`config.mk`:
```
export PLATFORM = sky130hd
export DESIGN_NAME = latch_output_monitor
export DESIGN_NICKNAME = d
export VERILOG_FILES = /design/src/rtl/latch_output_monitor.sv
export SDC_FILE = /design/constraint.sdc
export NUM_CORES = 1
export LEC_CHECK = 0
export CAP_MARGIN = 10
export CORE_MARGIN = 2
export CORE_UTILIZATION = 41
export CTS_CLUSTER_DIAMETER = 30
export DETAILED_ROUTE_END_ITERATION = 6
export PLACE_DENSITY = 0.71
export SLEW_MARGIN = 5
export SYNTH_ARGS = -nofsm -noshare
export SYNTH_HDL_FRONTEND = slang
export SYNTH_SLANG_ARGS = --single-unit
```
`constraint.sdc`:
```
create_clock -name clk -period 6.6 [get_ports clk]
set_input_delay 0.66 -clock clk [delete_from_list [all_inputs] [get_ports clk]]
set_output_delay 0.66 -clock clk [all_outputs]
set_load 0.01 [all_outputs]
```
`src/rtl/latch_output_monitor.sv`:
```
// -----------------------------------------------------------------------------
// latch_output_monitor
//   Clocked consumer of an asynchronous D-latch output pair (Q and its
//   complement P). Both inputs pass through flop synchronisers, Q is debounced
//   by a four-state FSM, and single-cycle rise/fall pulses are produced when
//   the debounced value changes. A separate tracker flags the illegal Q==P
//   condition after it persists, and a saturating counter tallies accepted
//   edges.
//
// Ports
//   clk         in   1          rising-edge clock for all state
//   rst_n       in   1          asynchronous active-low reset
//   q_in        in   1          latch Q, asynchronous to clk
//   p_in        in   1          latch P (complement), asynchronous to clk
//   clr_cnt     in   1          synchronous clear of edge_count / cnt_sat
//   q_db        out  1          debounced, synchronised Q
//   rise_pulse  out  1          one-cycle pulse on q_db 0->1
//   fall_pulse  out  1          one-cycle pulse on q_db 1->0
//   invalid     out  1          debounced Q==P fault flag
//   edge_count  out  CNT_WIDTH  saturating count of accepted edges
//   cnt_sat     out  1          edge_count is all-ones
// -----------------------------------------------------------------------------
module latch_output_monitor #(
    parameter int SYNC_STAGES     = 2,
    parameter int DEBOUNCE_CYCLES = 4,
    parameter int CNT_WIDTH       = 8
) (
    input  logic                 clk,
    input  logic                 rst_n,
    input  logic                 q_in,
    input  logic                 p_in,
    input  logic                 clr_cnt,
    output logic                 q_db,
    output logic                 rise_pulse,
    output logic                 fall_pulse,
    output logic                 invalid,
    output logic [CNT_WIDTH-1:0] edge_count,
    output logic                 cnt_sat
);

    localparam int DW = $clog2(DEBOUNCE_CYCLES + 1);
    // Counter value at which one more agreeing sample completes the debounce.
    localparam logic [DW-1:0]        DCNT_LAST = DW'(DEBOUNCE_CYCLES - 1);
    localparam logic [DW-1:0]        DCNT_ONE  = DW'(1);
    localparam logic [CNT_WIDTH-1:0] CNT_MAX   = {CNT_WIDTH{1'b1}};
    localparam logic [CNT_WIDTH-1:0] CNT_ONE   = CNT_WIDTH'(1);

    typedef enum logic [1:0] {
        ST_LOW     = 2'd0,
        ST_PEND_HI = 2'd1,
        ST_HIGH    = 2'd2,
        ST_PEND_LO = 2'd3
    } db_state_t;

    logic [SYNC_STAGES-1:0] q_sync_r;
    logic [SYNC_STAGES-1:0] p_sync_r;
    logic                   q_s;
    logic                   valid_s;

    db_state_t              state_r, state_nx;
    logic [DW-1:0]          dcnt_r, dcnt_nx;
    logic [DW-1:0]          fcnt_r, fcnt_nx;
    logic                   invalid_r, invalid_nx;
    logic                   q_db_r, q_db_nx;
    logic                   rise_r, rise_nx;
    logic                   fall_r, fall_nx;
    logic [CNT_WIDTH-1:0]   cnt_r, cnt_nx, cnt_base_s;
    logic                   sat_r, sat_nx;

    assign q_s     = q_sync_r[SYNC_STAGES-1];
    assign valid_s = (q_sync_r[SYNC_STAGES-1] != p_sync_r[SYNC_STAGES-1]);

    // Synchroniser chains; reset to the legal "Q low" pair.
    always_ff @(posedge clk or negedge rst_n) begin
        if (!rst_n) begin
            q_sync_r <= {SYNC_STAGES{1'b0}};
            p_sync_r <= {SYNC_STAGES{1'b1}};
        end else begin
            q_sync_r <= {q_sync_r[SYNC_STAGES-2:0], q_in};
            p_sync_r <= {p_sync_r[SYNC_STAGES-2:0], p_in};
        end
    end

    // Debounce FSM next state; invalid samples never advance it.
    always_comb begin
        state_nx = state_r;
        dcnt_nx  = dcnt_r;
        case (state_r)
            ST_LOW: begin
                if (valid_s && q_s) begin
                    if (DEBOUNCE_CYCLES == 1) begin
                        state_nx = ST_HIGH;
                        dcnt_nx  = '0;
                    end else begin
                        state_nx = ST_PEND_HI;
                        dcnt_nx  = DCNT_ONE;
                    end
                end else begin
                    dcnt_nx = '0;
                end
            end
            ST_PEND_HI: begin
                if (valid_s && q_s) begin
                    if (dcnt_r == DCNT_LAST) begin
                        state_nx = ST_HIGH;
                        dcnt_nx  = '0;
                    end else begin
                        dcnt_nx = dcnt_r + DCNT_ONE;
                    end
                end else begin
                    state_nx = ST_LOW;
                    dcnt_nx  = '0;
                end
            end
            ST_HIGH: begin
                if (valid_s && !q_s) begin
                    if (DEBOUNCE_CYCLES == 1) begin
                        state_nx = ST_LOW;
                        dcnt_nx  = '0;
                    end else begin
                        state_nx = ST_PEND_LO;
                        dcnt_nx  = DCNT_ONE;
                    end
                end else begin
                    dcnt_nx = '0;
                end
            end
            ST_PEND_LO: begin
                if (valid_s && !q_s) begin
                    if (dcnt_r == DCNT_LAST) begin
                        state_nx = ST_LOW;
                        dcnt_nx  = '0;
                    end else begin
                        dcnt_nx = dcnt_r + DCNT_ONE;
                    end
                end else begin
                    state_nx = ST_HIGH;
                    dcnt_nx  = '0;
                end
            end
            default: begin
                state_nx = ST_LOW;
                dcnt_nx  = '0;
            end
        endcase
    end

    // Fault tracker: fcnt counts consecutive samples disagreeing with invalid.
    always_comb begin
        invalid_nx = invalid_r;
        fcnt_nx    = '0;
        if (valid_s == invalid_r) begin
            if (fcnt_r == DCNT_LAST) begin
                invalid_nx = !invalid_r;
                fcnt_nx    = '0;
            end else begin
                fcnt_nx = fcnt_r + DCNT_ONE;
            end
        end else begin
            fcnt_nx = '0;
        end
    end

    // Output decode, pulses and saturating edge counter (clear, then count).
    always_comb begin
        q_db_nx    = (state_nx == ST_HIGH) || (state_nx == ST_PEND_LO);
        rise_nx    = q_db_nx && !q_db_r;
        fall_nx    = !q_db_nx && q_db_r;
        cnt_base_s = clr_cnt ? '0 : cnt_r;
        if ((rise_nx || fall_nx) && (cnt_base_s != CNT_MAX)) begin
            cnt_nx = cnt_base_s + CNT_ONE;
        end else begin
            cnt_nx = cnt_base_s;
        end
        sat_nx = (cnt_nx == CNT_MAX);
    end

    // All state and registered outputs.
    always_ff @(posedge clk or negedge rst_n) begin
        if (!rst_n) begin
            state_r   <= ST_LOW;
            dcnt_r    <= '0;
            fcnt_r    <= '0;
            invalid_r <= 1'b0;
            q_db_r    <= 1'b0;
            rise_r    <= 1'b0;
            fall_r    <= 1'b0;
            cnt_r     <= '0;
            sat_r     <= 1'b0;
        end else begin
            state_r   <= state_nx;
            dcnt_r    <= dcnt_nx;
            fcnt_r    <= fcnt_nx;
            invalid_r <= invalid_nx;
            q_db_r    <= q_db_nx;
            rise_r    <= rise_nx;
            fall_r    <= fall_nx;
            cnt_r     <= cnt_nx;
            sat_r     <= sat_nx;
        end
    end

    assign q_db       = q_db_r;
    assign rise_pulse = rise_r;
    assign fall_pulse = fall_r;
    assign invalid    = invalid_r;
    assign edge_count = cnt_r;
    assign cnt_sat    = sat_r;

endmodule

```
-- Yosys cells after proc, flatten, opt, wreduce, memory -nomap -nowiden
Cells that the tools add are included.
- bitwise logic cells: 0
- multipliers: 0
- div/mod/pow operators: 0
- add/sub/neg operators: 3
- reductions and logical operators: 13
- equal/unequal tests: 11
- magnitude comparators: 0
- muxes and demuxes: 17
- shift operators: 0
- operators by type and width (kind ; number):
    two-way mux 8 bit ; 2
    two-way mux 3 bit ; 5
    two-way mux 2 bit ; 6
    one-hot mux 3 bit (4 select lines) ; 1
    adder 8 x 1 -> 8 bit, second input constant ; 1
    equality test 2 bit, second input constant ; 4
    equality test 8 bit, second input constant ; 1
    inequality test 8 bit, second input constant ; 1
    one-hot mux 2 bit (4 select lines) ; 1
    adder 3 x 1 -> 3 bit, second input constant ; 2
    equality test 3 x 2 -> 1 bit, second input constant ; 2
    logical AND 1 bit ; 5
    logical NOT 1 bit ; 4
    equality test 2 x 1 -> 1 bit, second input constant ; 1
    logical NOT 2 bit ; 1
    logical OR 1 bit ; 2
    two-way mux 1 bit ; 2
    AND reduction 2 bit ; 1
    equality test 1 bit ; 1
    inequality test 1 bit ; 1
- bits in writable memories: 0
- memory bits (read-only): 0
- register bits after elaboration: 25
- memories kept: 0
- latch bits: 0
- input port bits: 5
- output and inout port bits: 13
- word-level logic and storage cells: 55

-- Longest topological paths before layout
- depth after elaboration: 12
- depth in mapped cells: 11

-- Worst setup path before layout
OpenSTA, ideal clock, no wires.
- path kind: flip-flop to flip-flop
- start point: reg dcnt_r[0]
- end point: reg sat_r, in the netlist cnt_sat
- setup time: 121 ps
- stages on the path, launching flop included: 12
- path slack: 4073 ps
- path buffers: 0
- period minus slack after synthesis: 2527 ps
- arrival: 2406 ps
- cells stage by stage: dfrtp_1 ha_1 nor2b_1 and2_1 a21oi_1 a31o_2 inv_1 ha_1 or3_4 mux2_4 nand4_1 and4b_1
- cells in the longest elaborated chain, start to end: 12
- ends and longest elaborated chain (element ; line ; RTL):
    from (decl) ; 61 ; logic [DW-1:0] dcnt_r, dcnt_nx;
    from (signal assigned) ; 192 ; dcnt_r <= dcnt_nx;
    equality test 3 x 2 -> 1 bit * ; 104, 130 ;
    two-way mux 2 bit, on equally long branches ; 130, 104 ;
    two-way mux 2 bit, on equally long branches ; 129, 103 ;
    one-hot mux 2 bit (4 select lines) * ; 88 ; case (state_r)
    equality test 2 bit ; 166 ; q_db_nx = (state_nx == ST_HIGH) || (state_nx == ST_PEND_LO);
    logical OR 1 bit * ; 166 ;
    named net q_db_nx ; 64 ; logic q_db_r, q_db_nx;
    logical NOT 1 bit ; 168 ; fall_nx = !q_db_nx && q_db_r;
    logical AND 1 bit ; 168 ;
    logical OR 1 bit * ; 170 ; if ((rise_nx || fall_nx) && (cnt_base_s != CNT_MAX)) begin
    logical AND 1 bit * ; 170 ;
    two-way mux 8 bit * ; 170 ;
    equality test 8 bit * ; 175 ; sat_nx = (cnt_nx == CNT_MAX);
    named net sat_nx ; 68 ; logic sat_r, sat_nx;
    to (signal assigned) ; 199 ; sat_r <= sat_nx;
    to (decl) ; 68 ;
Mark *: on every way through the listed nets, which the timed path passes. The rest lies on a longest branch.
A chain may end at the register's enable or synchronous reset.

-- Worst setup path after layout
- start point: reg dcnt_r[0]
- end point: reg sat_r, in the netlist cnt_sat
- cells in the longest elaborated chain, start to end: 12
- ends and longest elaborated chain (element ; line ; RTL):
    equality test 3 x 2 -> 1 bit * ; 104, 130 ;
    two-way mux 2 bit, on equally long branches ; 130, 104 ;
    two-way mux 2 bit, on equally long branches ; 129, 103 ;
    one-hot mux 2 bit (4 select lines) * ; 88 ;
    equality test 2 bit ; 166 ;
    logical OR 1 bit * ; 166 ;
    named net q_db_nx ; 64 ;
    logical NOT 1 bit ; 168 ;
    logical AND 1 bit ; 168 ;
    logical OR 1 bit * ; 170 ;
    logical AND 1 bit * ; 170 ;
    two-way mux 8 bit * ; 170 ;
    named net cnt_nx[7] ; 67 ; logic [CNT_WIDTH-1:0] cnt_r, cnt_nx, cnt_base_s;
    equality test 8 bit * ; 175 ;
    named net sat_nx ; 68 ;
Marked as above.

==> results.py <==
metrics = {
    "power_and_ir_drop": {
        "p_seq_share_pct": 54.0,
        "swShare_pct": 20.9,
        "p_switching_uw": 63.6,
        "intPower_uw": 241,
        "p_clk_share_pct": 33.6,
        "p_comb_share_pct": 12.4,
        "p_leak_nw": 0.668,
        "power_density_nw_per_um2": 212,
        "ir_drop_uv": 152,
    },
    "min_path": {
        "hp-start": "q_sync_r[0]",
        "hold_path_end": "q_sync_r[1]",
        "hold_depth": 0,
        "hold_path.class": "reg -> reg",
    },
    "worst_setup_path": {
        "critical_path_buf_inv_count": 1,
        "critical_path.top_delay_family": "simple AND/OR/NAND/NOR gates",
        "rrSetupSlack_ns": 3.88,
        "cpMaxStageDelayCell": "dfrtp_1",
        "cp-start-kind": "flop",
        "cp_cell_sequence": "ha_1 -> nor2b_1 -> and2_1 -> a21oi_1 -> a31o_2 -> inv_1 -> ha_1 -> and4b_1 -> o2111ai_1 -> mux2_4 -> and4b_1",
        "crit_arrival_ns": 2.93,
        "endpoint_kind": "flop",
        "crit_fanout": 4,
        "rr_worst_depth": 11,
        "critical-path-max-stage-delay_ns": 0.41,
        "reg2reg_from": "dcnt_r[0]",
        "r2r_end": "cnt_sat",
        "critPathKind": "reg -> reg",
        "required_ns": 6.81,
    },
    "drt": {
        "drtIter0Drc": 35,
        "drc_errors": 0,
        "drtAntennaViolNets": 0,
        "wl_per_cell_um": 12.6,
        "drt-vias-per-instance": 5.12,
        "wirelength_um": 1920,
        "via_count": 778,
        "drtPass1Iterations": 4,
    },
    "clock_network": {
        "clkTransAtPathRegs_ns": 0.13,
        "htreeDepth": 1,
        "cts_hold_buffers": 0,
        "cts_sinks": 24,
        "clk_latency_ns": 0.30,
        "ctsResizeCount": 0,
        "post_cts_buffers": 0,
        "ctsRootBufferMaster": "clkbuf_4",
        "cts_tree": "yes",
        "cts_buffer_depth": 2,
        "numCtsBuffers": 3,
    },
    "floorplanning": {
        "io_pins": 18,
        "die_w_um": 57.5,
        "num_rows": 19,
        "initial_core_util_pct": 42.9,
        "die_h_um": 57.5,
        "dieArea_um2": 3310,
        "fp.coreArea_um2": 2730,
    },
    "sta": {
        "slew_viol_final": 0,
        "finalSetupViolCount": 0,
        "fin_crit_sh_pct": 41.2,
        "whs_ns": 0.362,
        "rsz0062_at_grt": "no",
        "tightest_slew_ns": 1.02,
        "fin_crit_ns": 2.72,
        "tns_ns": 0,
        "hold_viol_final": 0,
        "fmax_mhz": 367,
        "finClkSkew_ns": 0.00425,
        "max_slew_margin_pct": 32.0,
    },
    "logic_synthesis": {
        "synth_edf_count": 0,
        "yosys.area.top_type_share_pct": 46.9,
        "yosys_warnings": 0,
        "synthArstFlopShare_pct": 100,
        "synth.top_cells.by_area": "dfrtp_1 (47%), ha_1 (7.5%), dfstp_2 (4.5%)",
        "synth_cell_types": 29,
        "syn-num-nets": 112,
        "yosysTopAreaCell": "dfrtp_1",
        "synth.cell_area_um2": 1170,
        "ys_seq_elements": 24,
        "ys_seq_area_share_pct": 51.4,
        "synth-main-ff-cell": "dfrtp_1",
        "post_synth.cell_area_avg_um2": 11.7,
        "synthCells": 100,
    },
    "place": {
        "numPortBuffers": 17,
        "gp_congestion": 0.853,
        "dp_hpwl_um": 1480,
    },
    "finish": {
        "mostFrequentLayoutCell": "dfrtp_1",
        "final_cell_mix": "dfrtp_1 (22), clkdlybuf4s50_1 (17), inv_1 (8), ha_1 (7), nand2b_1 (6)",
        "fillCellCount": 241,
        "area_delta_synth_final_pct": 22.3,
        "multi_input_area_um2": 541,
        "antenna_cells": 0,
        "drive_gt1_share_pct": 12.4,
        "ff_latch_area_um2": 603,
        "finish.net_count": 134,
    },
    "global_routing": {
        "track_usage_pct": 13.4,
        "overflow": 0,
        "grt_pass1_wl_um": 3470,
        "grt_max_degree": 25,
        "grt_pass1_vias": 782,
        "antenna_found_initial": 0,
    },
    "run": {
        "drv_cap": 0,
    },
    "status": {
        "outcome": "completed",
    },
}
-- Yosys cell counts, drive strengths merged (2+ instances only) --
cell type	number
nand2	5
nand2b	6
ha	7
nor2b	6
dfrtp	22
mux2i	4
and2b	3
o2111ai	2
nor3b	4
xnor2	3
and4b	2
nor2	4
dfstp	2
and2	3
inv	8
a21oi	3
mux2	5
a211oi	2
-- metrics by stage --
stage          cells  worst slack [ns]  cell area, µm²  util [%]  total power, mW
5_1_grt          152              3.66            1440      52.5            0.322
2_1_floorplan    100              4.07            1170         -            0.188
3_5_place_dp     148              3.60            1380      50.6            0.206
6_report         152              3.88            1440      52.5            0.304
3_3_place_gp     148              3.71            1380      50.6            0.204
4_1_cts          152              3.87            1440      52.5            0.312
-- worst max path at each step --
stage                     startpoint       to  slack [ns]  cells past startpoint
after floorplan            dcnt_r[0]  cnt_sat        4.07                     11
after global placement       clr_cnt  cnt_sat        3.71                      9
after detailed placement     clr_cnt  cnt_sat        3.60                      9
after CTS                  dcnt_r[0]  cnt_sat        3.87                     11
after global routing       dcnt_r[0]  cnt_sat        3.66                     11
final                      dcnt_r[0]  cnt_sat        3.88                     11
-- layer usage --
layer / global-route usage [%] / part of all wire [%] / wire length (µm)
met1: 17.4 / 48 / 920
met2: 22.6 / 47 / 907
met3: 2.95 / 3.8 / 72
met4: 3.99 / 0.99 / 19
met5: 0 / 0 / 0
-- final cells by class --
cell class                 instances  area share, %
clock inverter                     1           2.09
timing repair buffer              17           11.9
clock buffer                       3           1.57
tap                               31           2.70
multi-input combinational         68           37.7
inverter                           8           2.09
sequential                        24           42.0
-- logic make-up (layout without fill, tap and decap cells) --
kind of cell	count (synthesis)	count (layout)	synth area share [%]
XOR/XNOR	3	3	2.24
flip-flops	24	24	51.4
AND/OR/NAND/NOR	38	38	20.9
buffers and inverters	8	29	2.56
multiplexers	9	9	8.85
AO/OA/AOI/OAI	11	11	6.61
adder cells (fa/ha/maj)	7	7	7.46
-- power groups by stage --
stage | registers (mW) | clock network, mW | logic, mW
after floorplan | 0.168 | 0 | 0.0203
after global routing | 0.166 | 0.113 | 0.0436
after detailed placement | 0.167 | 0 | 0.0390
after CTS | 0.165 | 0.108 | 0.0390
final | 0.164 | 0.102 | 0.0378
after global placement | 0.166 | 0 | 0.0372
-- flip-flops by register name (all words and copies together), names as in the netlist, 2 cells and up --
name	flops
dcnt_r	3
edge_count	8
fcnt_r	3
p_sync_r	2
q_sync_r	2
Note: power is estimated with default switching activity, not from simulation.
